## config.mk

```make
export PLATFORM = sky130hd
export DESIGN_NAME = debug_data_sender
export DESIGN_NICKNAME = d
export VERILOG_FILES = /design/src/rtl/debug_data_sender.sv
export SDC_FILE = /design/constraint.sdc
export NUM_CORES = 1
export LEC_CHECK = 0
export CAP_MARGIN = 10
export CORE_MARGIN = 4
export CORE_UTILIZATION = 29
export DETAILED_ROUTE_END_ITERATION = 10
export SYNTH_ARGS = -nofsm -noshare
export SYNTH_HDL_FRONTEND = slang
export SYNTH_SLANG_ARGS = --single-unit
```

## constraint.sdc

```tcl
create_clock -name in_clk -period 3.3 [get_ports in_clk]
set_input_delay 0.66 -clock in_clk [delete_from_list [all_inputs] [get_ports in_clk]]
set_output_delay 0.66 -clock in_clk [all_outputs]
set_load 0.03 [all_outputs]
```

## src/rtl/debug_data_sender.sv

```systemverilog
// rtl/debug_data_sender.sv - captures a word on in_clk and serialises it on sout at the out_clk rate
module debug_data_sender #(
  parameter int DATA_WIDTH  = 40,
  parameter int SYNC_STAGES = 2
) (
  input  logic                  in_clk,
  input  logic                  rst,
  input  logic                  in_latch,
  input  logic [DATA_WIDTH-1:0] data,
  output logic                  state,
  output logic                  int_state_1,
  output logic                  int_state_2,
  input  logic                  out_clk,
  output logic                  sout
);

  typedef enum logic [1:0] {
    S_IDLE  = 2'd0,
    S_START = 2'd1,
    S_DATA  = 2'd2,
    S_STOP  = 2'd3
  } fsm_t;

  // bitcnt is 6 bits wide; the frame length is compared in that width
  localparam logic [5:0] LAST_BIT = 6'(DATA_WIDTH);

  logic [SYNC_STAGES-1:0] clk_sync;
  logic [SYNC_STAGES-1:0] latch_sync;
  logic                   clk_dly;
  logic                   latch_prev;
  logic                   tick;
  logic                   capture;

  fsm_t                   fsm, fsm_n;
  logic [DATA_WIDTH-1:0]  shreg, shreg_n;
  logic [DATA_WIDTH-1:0]  hold_reg, hold_n;
  logic [5:0]             bitcnt, bitcnt_n;
  logic                   pending, pending_n;
  logic                   sout_n;

  // Bring the out_clk strobe and the latch request into the in_clk domain
  always_ff @(posedge in_clk) begin
    if (rst) begin
      clk_sync   <= '0;
      latch_sync <= '0;
      clk_dly    <= 1'b0;
      latch_prev <= 1'b0;
    end else begin
      clk_sync   <= (clk_sync << 1) | SYNC_STAGES'(out_clk);
      latch_sync <= (latch_sync << 1) | SYNC_STAGES'(in_latch);
      clk_dly    <= clk_sync[SYNC_STAGES-1];
      latch_prev <= latch_sync[SYNC_STAGES-1];
    end
  end

  assign tick    = clk_sync[SYNC_STAGES-1] & ~clk_dly;
  assign capture = latch_sync[SYNC_STAGES-1] & ~latch_prev;

  // Frame sequencing, word consumption and capture; a capture in the consume cycle re-arms pending
  always_comb begin
    fsm_n     = fsm;
    shreg_n   = shreg;
    hold_n    = hold_reg;
    bitcnt_n  = bitcnt;
    pending_n = pending;
    sout_n    = sout;
    if (tick) begin
      case (fsm)
        S_IDLE, S_STOP: begin
          if (pending) begin
            shreg_n   = hold_reg;
            pending_n = 1'b0;
            sout_n    = 1'b0;
            fsm_n     = S_START;
          end else begin
            sout_n = 1'b1;
            fsm_n  = S_IDLE;
          end
        end
        S_START: begin
          sout_n   = shreg[DATA_WIDTH-1];
          bitcnt_n = 6'd1;
          fsm_n    = S_DATA;
        end
        S_DATA: begin
          if (bitcnt < LAST_BIT) begin
            shreg_n  = shreg << 1;
            sout_n   = shreg[DATA_WIDTH-2];
            bitcnt_n = bitcnt + 6'd1;
          end else begin
            sout_n = 1'b1;
            fsm_n  = S_STOP;
          end
        end
        default: fsm_n = S_IDLE;
      endcase
    end
    if (capture) begin
      hold_n    = data;
      pending_n = 1'b1;
    end
  end

  // State register; busy flag is computed from next-state values so it stays a clean flop output
  always_ff @(posedge in_clk) begin
    if (rst) begin
      fsm      <= S_IDLE;
      shreg    <= '0;
      hold_reg <= '0;
      bitcnt   <= '0;
      pending  <= 1'b0;
      sout     <= 1'b1;
      state    <= 1'b0;
    end else begin
      fsm      <= fsm_n;
      shreg    <= shreg_n;
      hold_reg <= hold_n;
      bitcnt   <= bitcnt_n;
      pending  <= pending_n;
      sout     <= sout_n;
      state    <= (fsm_n != S_IDLE) | pending_n;
    end
  end

  assign int_state_1 = fsm[0];
  assign int_state_2 = fsm[1];

endmodule

```

; ---- After elaboration in Yosys (flattened, before gate mapping)
; Cells that the tools add are included.
[op_classes]
eq_ne = 5
mul = 0
n_lt_le_gt_ge = 1
muxes = 15
shift = 0
bitwise_logic = 7
div = 0
n_reduce_logical = 7
n_addsub = 1
[ops]
columns = cell, count
row1 = 40-bit two-way mux, 2
row2 = 40-bit case mux with 2 select lines, 1
row3 = 6-bit case mux with 2 select lines, 1
row4 = 6-bit by 1-bit adder with 6-bit output (second input constant), 1
row5 = 6-bit less-than comparator (second input constant), 1
row6 = 1-bit two-way mux, 6
row7 = 6-bit two-way mux, 1
row8 = 2-bit case mux with 3 select lines, 1
row9 = 2-bit nonzero test, 3
row10 = 2-bit equality test (second input constant), 2
row11 = 2-bit two-way mux, 2
row12 = 2-bit inequality test (second input constant), 2
row13 = 2-bit by 1-bit OR with 2-bit output, 2
row14 = 4-bit AND reduction, 1
row15 = 1-bit case mux with 3 select lines, 1
row16 = 3-bit AND reduction, 1
row17 = 1-bit AND, 2
row18 = 2-bit by 1-bit equality test with 1-bit output (second input constant), 1
row19 = 2-bit logical NOT, 1
row20 = 1-bit inverter, 2
row21 = 2-bit OR reduction, 1
row22 = 1-bit OR, 1
[word_totals]
ff_bits = 97
ram_bits = 0
rom_bits = 0
input_bits = 44
out_inout_bits = 4
mem_count = 0
latchBits = 0
word_cells = 47

; ---- Depth between registers and ports, before layout
[depth]
ltp_word = 6
depth_mapped = 7
ltp_nobuf = 6

; ---- Least setup slack after synthesis
; OpenSTA, ideal clock, no wires.
[synth_timing]
kind = register to register
from = register fsm[0]
to = register shreg[10]
setup_time_ns = 0.087
required_ns = 3.213
slack_ns = 1.281
n_path_buf = 1
synth_period_minus_slack_ns = 2.019
arrival_ns = 1.932
stages_incl_launch_ff = 8
cell_sequence = dfxtp_1 inv_1 ha_1 nand2b_1 a211oi_4 buf_2 nor2_1 a211oi_1
[synth_between]
elab_chain_len = 4
elab_cells_between_ends = 9
classes_between = 4 x eq/ne / 1 x mux / 4 x reduce/logical
[synth_lines]
columns = element, line
row1 = from (decl), 34  ; fsm_t fsm, fsm_n;
row2 = from (signal assigned), 115  ; fsm <= fsm_n;
row3 = 2-bit equality test / 2-bit logical NOT (equally long branches), 68  ; case (fsm)
row4 = 2-bit OR reduction, 68
row5 = 2-bit inequality test (no source line) / 2-bit nonzero test (equally long branches), n/a
row6 = 4-bit AND reduction (no source line), n/a
row7 = to (signal assigned), 116  ; shreg <= shreg_n;
row8 = to (decl), 35  ; logic [DATA_WIDTH-1:0] shreg, shreg_n;
; Parallel ways exist; a longest one is shown, timed or not.
; A chain may end at the register's enable or synchronous reset.

; ---- Worst setup path after layout
[layout_timing]
from = register fsm[0]
to = register shreg[19]
; Same word-level chain as after synthesis.

==> impl_metrics.xml <==
<?xml version="1.0" encoding="UTF-8"?>
<metrics>
  <group name="synthesis">
    <metric name="synth_area_leader_cell" unit="">sky130_fd_sc_hd__dfxtp_1</metric>
    <metric name="netlist_area" unit="sq um">3872</metric>
    <metric name="synth_top_area_share" unit="%">50.15</metric>
    <metric name="yosysWarnings" unit="">0</metric>
    <metric name="synth.most_common_cell" unit="">sky130_fd_sc_hd__dfxtp_1</metric>
    <metric name="mappedNetlistNets" unit="">480</metric>
    <metric name="synth_seq_area_share" unit="%">50.15</metric>
    <metric name="synth-async-reset-ratio" unit="%">0</metric>
    <metric name="synthDistinctLibCells" unit="">30</metric>
    <metric name="postSynthAreaPerCell" unit="sq um">8.943</metric>
    <metric name="synth_edf_count" unit="">0</metric>
    <metric name="top_cells_by_count_synth" unit="">97 x sky130_fd_sc_hd__dfxtp_1, 84 x sky130_fd_sc_hd__nand2_1, 50 x sky130_fd_sc_hd__nor2_1</metric>
    <metric name="netlist_top_cells_area" unit="">sky130_fd_sc_hd__dfxtp_1 50%, sky130_fd_sc_hd__mux2i_1 10%, sky130_fd_sc_hd__nand2_1 8.1%</metric>
    <metric name="dominantRegCellSynth" unit="">sky130_fd_sc_hd__dfxtp_1</metric>
    <metric name="post_synth_inst_count" unit="">433</metric>
    <metric name="synth-seq-cells" unit="">97</metric>
  </group>
  <group name="layout">
    <metric name="postLayoutCellArea" unit="sq um">4743</metric>
    <metric name="final_nets" unit="">508</metric>
    <metric name="antenna_diode_count" unit="">0</metric>
    <metric name="post_route_cells_drive_above_1_share" unit="%">7.725</metric>
    <metric name="layout_overhead_on_the_synthesized_area" unit="%">22.49</metric>
    <metric name="layoutNonFillerInstCount" unit="">638</metric>
  </group>
  <group name="global_route">
    <metric name="antenna_found_initial" unit="">0</metric>
    <metric name="grt_first_pass_wirelength" unit="um">13240</metric>
    <metric name="overflow" unit="">0</metric>
    <metric name="grtUsageTotal" unit="%">10.73</metric>
    <metric name="grt_max_degree" unit="">81</metric>
    <metric name="grt_pass1_vias" unit="">2959</metric>
  </group>
  <group name="place">
    <metric name="placement.cell_area" unit="sq um">4446</metric>
    <metric name="dpl_worst_slack" unit="ns">0.8768</metric>
    <metric name="routabilityCongestion" unit="">0.7018</metric>
    <metric name="place_inst" unit="">622</metric>
    <metric name="place.port_buffers" unit="">47</metric>
    <metric name="place_hpwl" unit="um">4969</metric>
  </group>
  <group name="worst_setup_path">
    <metric name="r2r_slack" unit="ns">0.85</metric>
    <metric name="critical_path_class" unit="">flop to flop</metric>
    <metric name="combined_buffer_and_inverter_count_along_the_critical_path" unit="">3</metric>
    <metric name="worst_ep_required_time" unit="ns">3.54</metric>
    <metric name="critical_path_peak_fanout" unit="">80</metric>
    <metric name="worstPathCellList" unit="">inv_1, ha_2, buf_4, nand2b_1, a211oi_4, buf_4, nor2_1, a211oi_1</metric>
    <metric name="critical_path.startpoint_type" unit="">flop</metric>
    <metric name="worst-endpoint-arrival" unit="ns">2.70</metric>
    <metric name="cpPeakStageDelay" unit="ns">0.66</metric>
    <metric name="slowest_stage" unit="">sky130_fd_sc_hd__buf_4</metric>
    <metric name="critPathTopFamily" unit="">buffers and inverters</metric>
    <metric name="kind_of_end_point_of_the_critical_path" unit="">flop</metric>
    <metric name="reg2reg_depth" unit="">8</metric>
    <metric name="crit_reg_reg_startpoint" unit="">fsm[0]</metric>
    <metric name="critical-path-top-cell-by-count" unit="">sky130_fd_sc_hd__buf_4</metric>
    <metric name="critical_path.reg2reg.endpoint" unit="">shreg[19]</metric>
  </group>
  <group name="cts">
    <metric name="worst_skew_pair.late_latency" unit="ns">0.34</metric>
    <metric name="numClockSinks" unit="">97</metric>
    <metric name="path_clk_slew" unit="ns">0.07</metric>
    <metric name="post_cts_resize_count" unit="">0</metric>
    <metric name="h-tree-depth" unit="">3</metric>
    <metric name="cts_tree" unit="">done</metric>
    <metric name="cts_made_buffers" unit="">9</metric>
    <metric name="clock_tree.root_cell" unit="">sky130_fd_sc_hd__clkbuf_16</metric>
    <metric name="cts_hold_repair.buffers" unit="">0</metric>
    <metric name="post-cts-setup-buffers" unit="">0</metric>
    <metric name="clock_tree.buffer_depth" unit="">2</metric>
  </group>
  <group name="hold_path">
    <metric name="min_to" unit="">latch_sync[1]</metric>
    <metric name="hold_path.class" unit="">flop to flop</metric>
    <metric name="timing.hold.worst_path_depth" unit="">1</metric>
    <metric name="worst_hold_startpoint" unit="">latch_sync[0]</metric>
  </group>
  <group name="sta">
    <metric name="period_needed" unit="ns">2.455</metric>
    <metric name="skew" unit="ns">0.006415</metric>
    <metric name="finalSetupTns" unit="ns">0</metric>
    <metric name="fin_ws" unit="ns">0.8450</metric>
    <metric name="rsz0062_at_grt" unit="">no</metric>
    <metric name="worst_slew_margin_rel" unit="%">38.49</metric>
    <metric name="worst-slew-pin-transition" unit="ns">0.9208</metric>
    <metric name="period_share" unit="%">74.39</metric>
    <metric name="achievable-frequency" unit="MHz">407.3</metric>
    <metric name="setup_viol_count_final" unit="">0</metric>
    <metric name="final-max-slew-violation-count" unit="">0</metric>
    <metric name="hold_violations" unit="">0</metric>
  </group>
  <group name="detailed_routing">
    <metric name="route.detailed.drc" unit="">0</metric>
    <metric name="detail_route.iter0.violations" unit="">99</metric>
    <metric name="totalWireLength" unit="um">7612</metric>
    <metric name="vias" unit="">2913</metric>
    <metric name="final_antenna_net_count" unit="">0</metric>
    <metric name="drt_pass1_iterations" unit="">4</metric>
    <metric name="wl_per_cell" unit="um">11.93</metric>
    <metric name="vias_per_cell" unit="">4.566</metric>
  </group>
  <group name="floorplan">
    <metric name="fp.dieArea" unit="sq um">15270</metric>
    <metric name="std_cell_core_area" unit="sq um">12820</metric>
    <metric name="placementRows" unit="">41</metric>
    <metric name="io-pin-count" unit="">48</metric>
    <metric name="die_h" unit="um">123.6</metric>
    <metric name="starting_density" unit="%">30.20</metric>
    <metric name="die_w" unit="um">123.6</metric>
  </group>
  <group name="pwr">
    <metric name="leakagePower" unit="nW">1.455</metric>
    <metric name="ir_worst_vdd" unit="V">0.0001882</metric>
    <metric name="power.density_cell_area" unit="nW/um^2">509.6</metric>
  </group>
  <group name="run">
    <metric name="max_cap_viol_count" unit="">0</metric>
  </group>
  <group name="outcome">
    <metric name="status" unit="">finished clean</metric>
  </group>
</metrics>
-- worst reg2reg max path, stage by stage (launching register included) --
cell	delay [ns]
sky130_fd_sc_hd__dfxtp_1	0.33
sky130_fd_sc_hd__inv_1	0.08
sky130_fd_sc_hd__ha_2	0.16
sky130_fd_sc_hd__buf_4	0.32
sky130_fd_sc_hd__nand2b_1	0.18
sky130_fd_sc_hd__a211oi_4	0.25
sky130_fd_sc_hd__buf_4	0.66
sky130_fd_sc_hd__nor2_1	0.10
sky130_fd_sc_hd__a211oi_1	0.28
-- cells by family after synthesis --
logic type / after synthesis / synth area share [%]
AO/OA/AOI/OAI: 97 / 17.32
XOR/XNOR: 3 / 0.6786
adder cells (fa/ha/maj): 3 / 0.9694
buffers and inverters: 37 / 4.233
flip-flops: 97 / 50.15
multiplexers: 39 / 10.08
AND/OR/NAND/NOR: 157 / 16.57
-- per-stage QoR --
stage	util, %	hold slack (ns)	power (mW)
final	36.99	0.4497	2.417
after global placement	34.66	0.4168	1.416
after CTS	36.99	0.4562	2.450
after global routing	36.99	0.4685	2.516
after floorplan	-	0.4138	1.342
after detailed placement	34.66	0.4350	1.419
-- metal layers --
| layer | wire [um] | share of wire, % | global-route usage [%] |
|---|---|---|---|
| met5 | 0 | 0 | 0 |
| met4 | 114 | 1.5 | 4.360 |
| met3 | 293 | 3.8 | 2.699 |
| met2 | 3395 | 45 | 16.99 |
| met1 | 3810 | 50 | 13.97 |
-- worst max-delay path by stage --
stage            from   endpoint  depth (start not counted)
6_report       fsm[0]  shreg[19]                          8
5_1_grt        fsm[0]  shreg[19]                          8
4_1_cts        fsm[0]  shreg[19]                          8
3_5_place_dp   fsm[0]  shreg[19]                          8
3_3_place_gp   fsm[0]   shreg[0]                          8
2_1_floorplan  fsm[0]  shreg[10]                          7
-- layout by cell type (no fill, tap or decap), drive strengths merged --
| cell | n |
|---|---|
| a211oi | 40 |
| a21oi | 46 |
| a221o | 1 |
| a311oi | 1 |
| a31o | 1 |
| a31oi | 2 |
| and2 | 1 |
| buf | 5 |
| bufinv | 1 |
| clkbuf | 11 |
| clkdlybuf4s50 | 46 |
| clkinv | 2 |
| clkinvlp | 2 |
| dfxtp | 97 |
| ha | 3 |
| inv | 3 |
| mux2i | 39 |
| nand2 | 84 |
| nand2b | 5 |
| nand3 | 3 |
| nand4b | 1 |
| nor2 | 50 |
| nor2b | 8 |
| nor3 | 3 |
| nor4 | 2 |
| o211a | 1 |
| o211ai | 1 |
| o21ai | 4 |
| xnor2 | 2 |
| xor2 | 1 |
-- area by class of cell --
class                           count  area, sq um
Multi-Input combinational cell    299         1779
Inverter                            3        11.26
Tap cell                          172        215.2
Clock inverter                      5        55.05
Clock buffer                       11        242.7
Timing Repair Buffer               51        498.0
Sequential cell                    97         1942
Fill cell                        1359         8082
-- power by group --
group / internal (mW) / switching [mW]
sequential: 1.20 / 0.0155
clock: 0.605 / 0.421
combinational: 0.0886 / 0.0870
(Power assumes the default switching activity.)
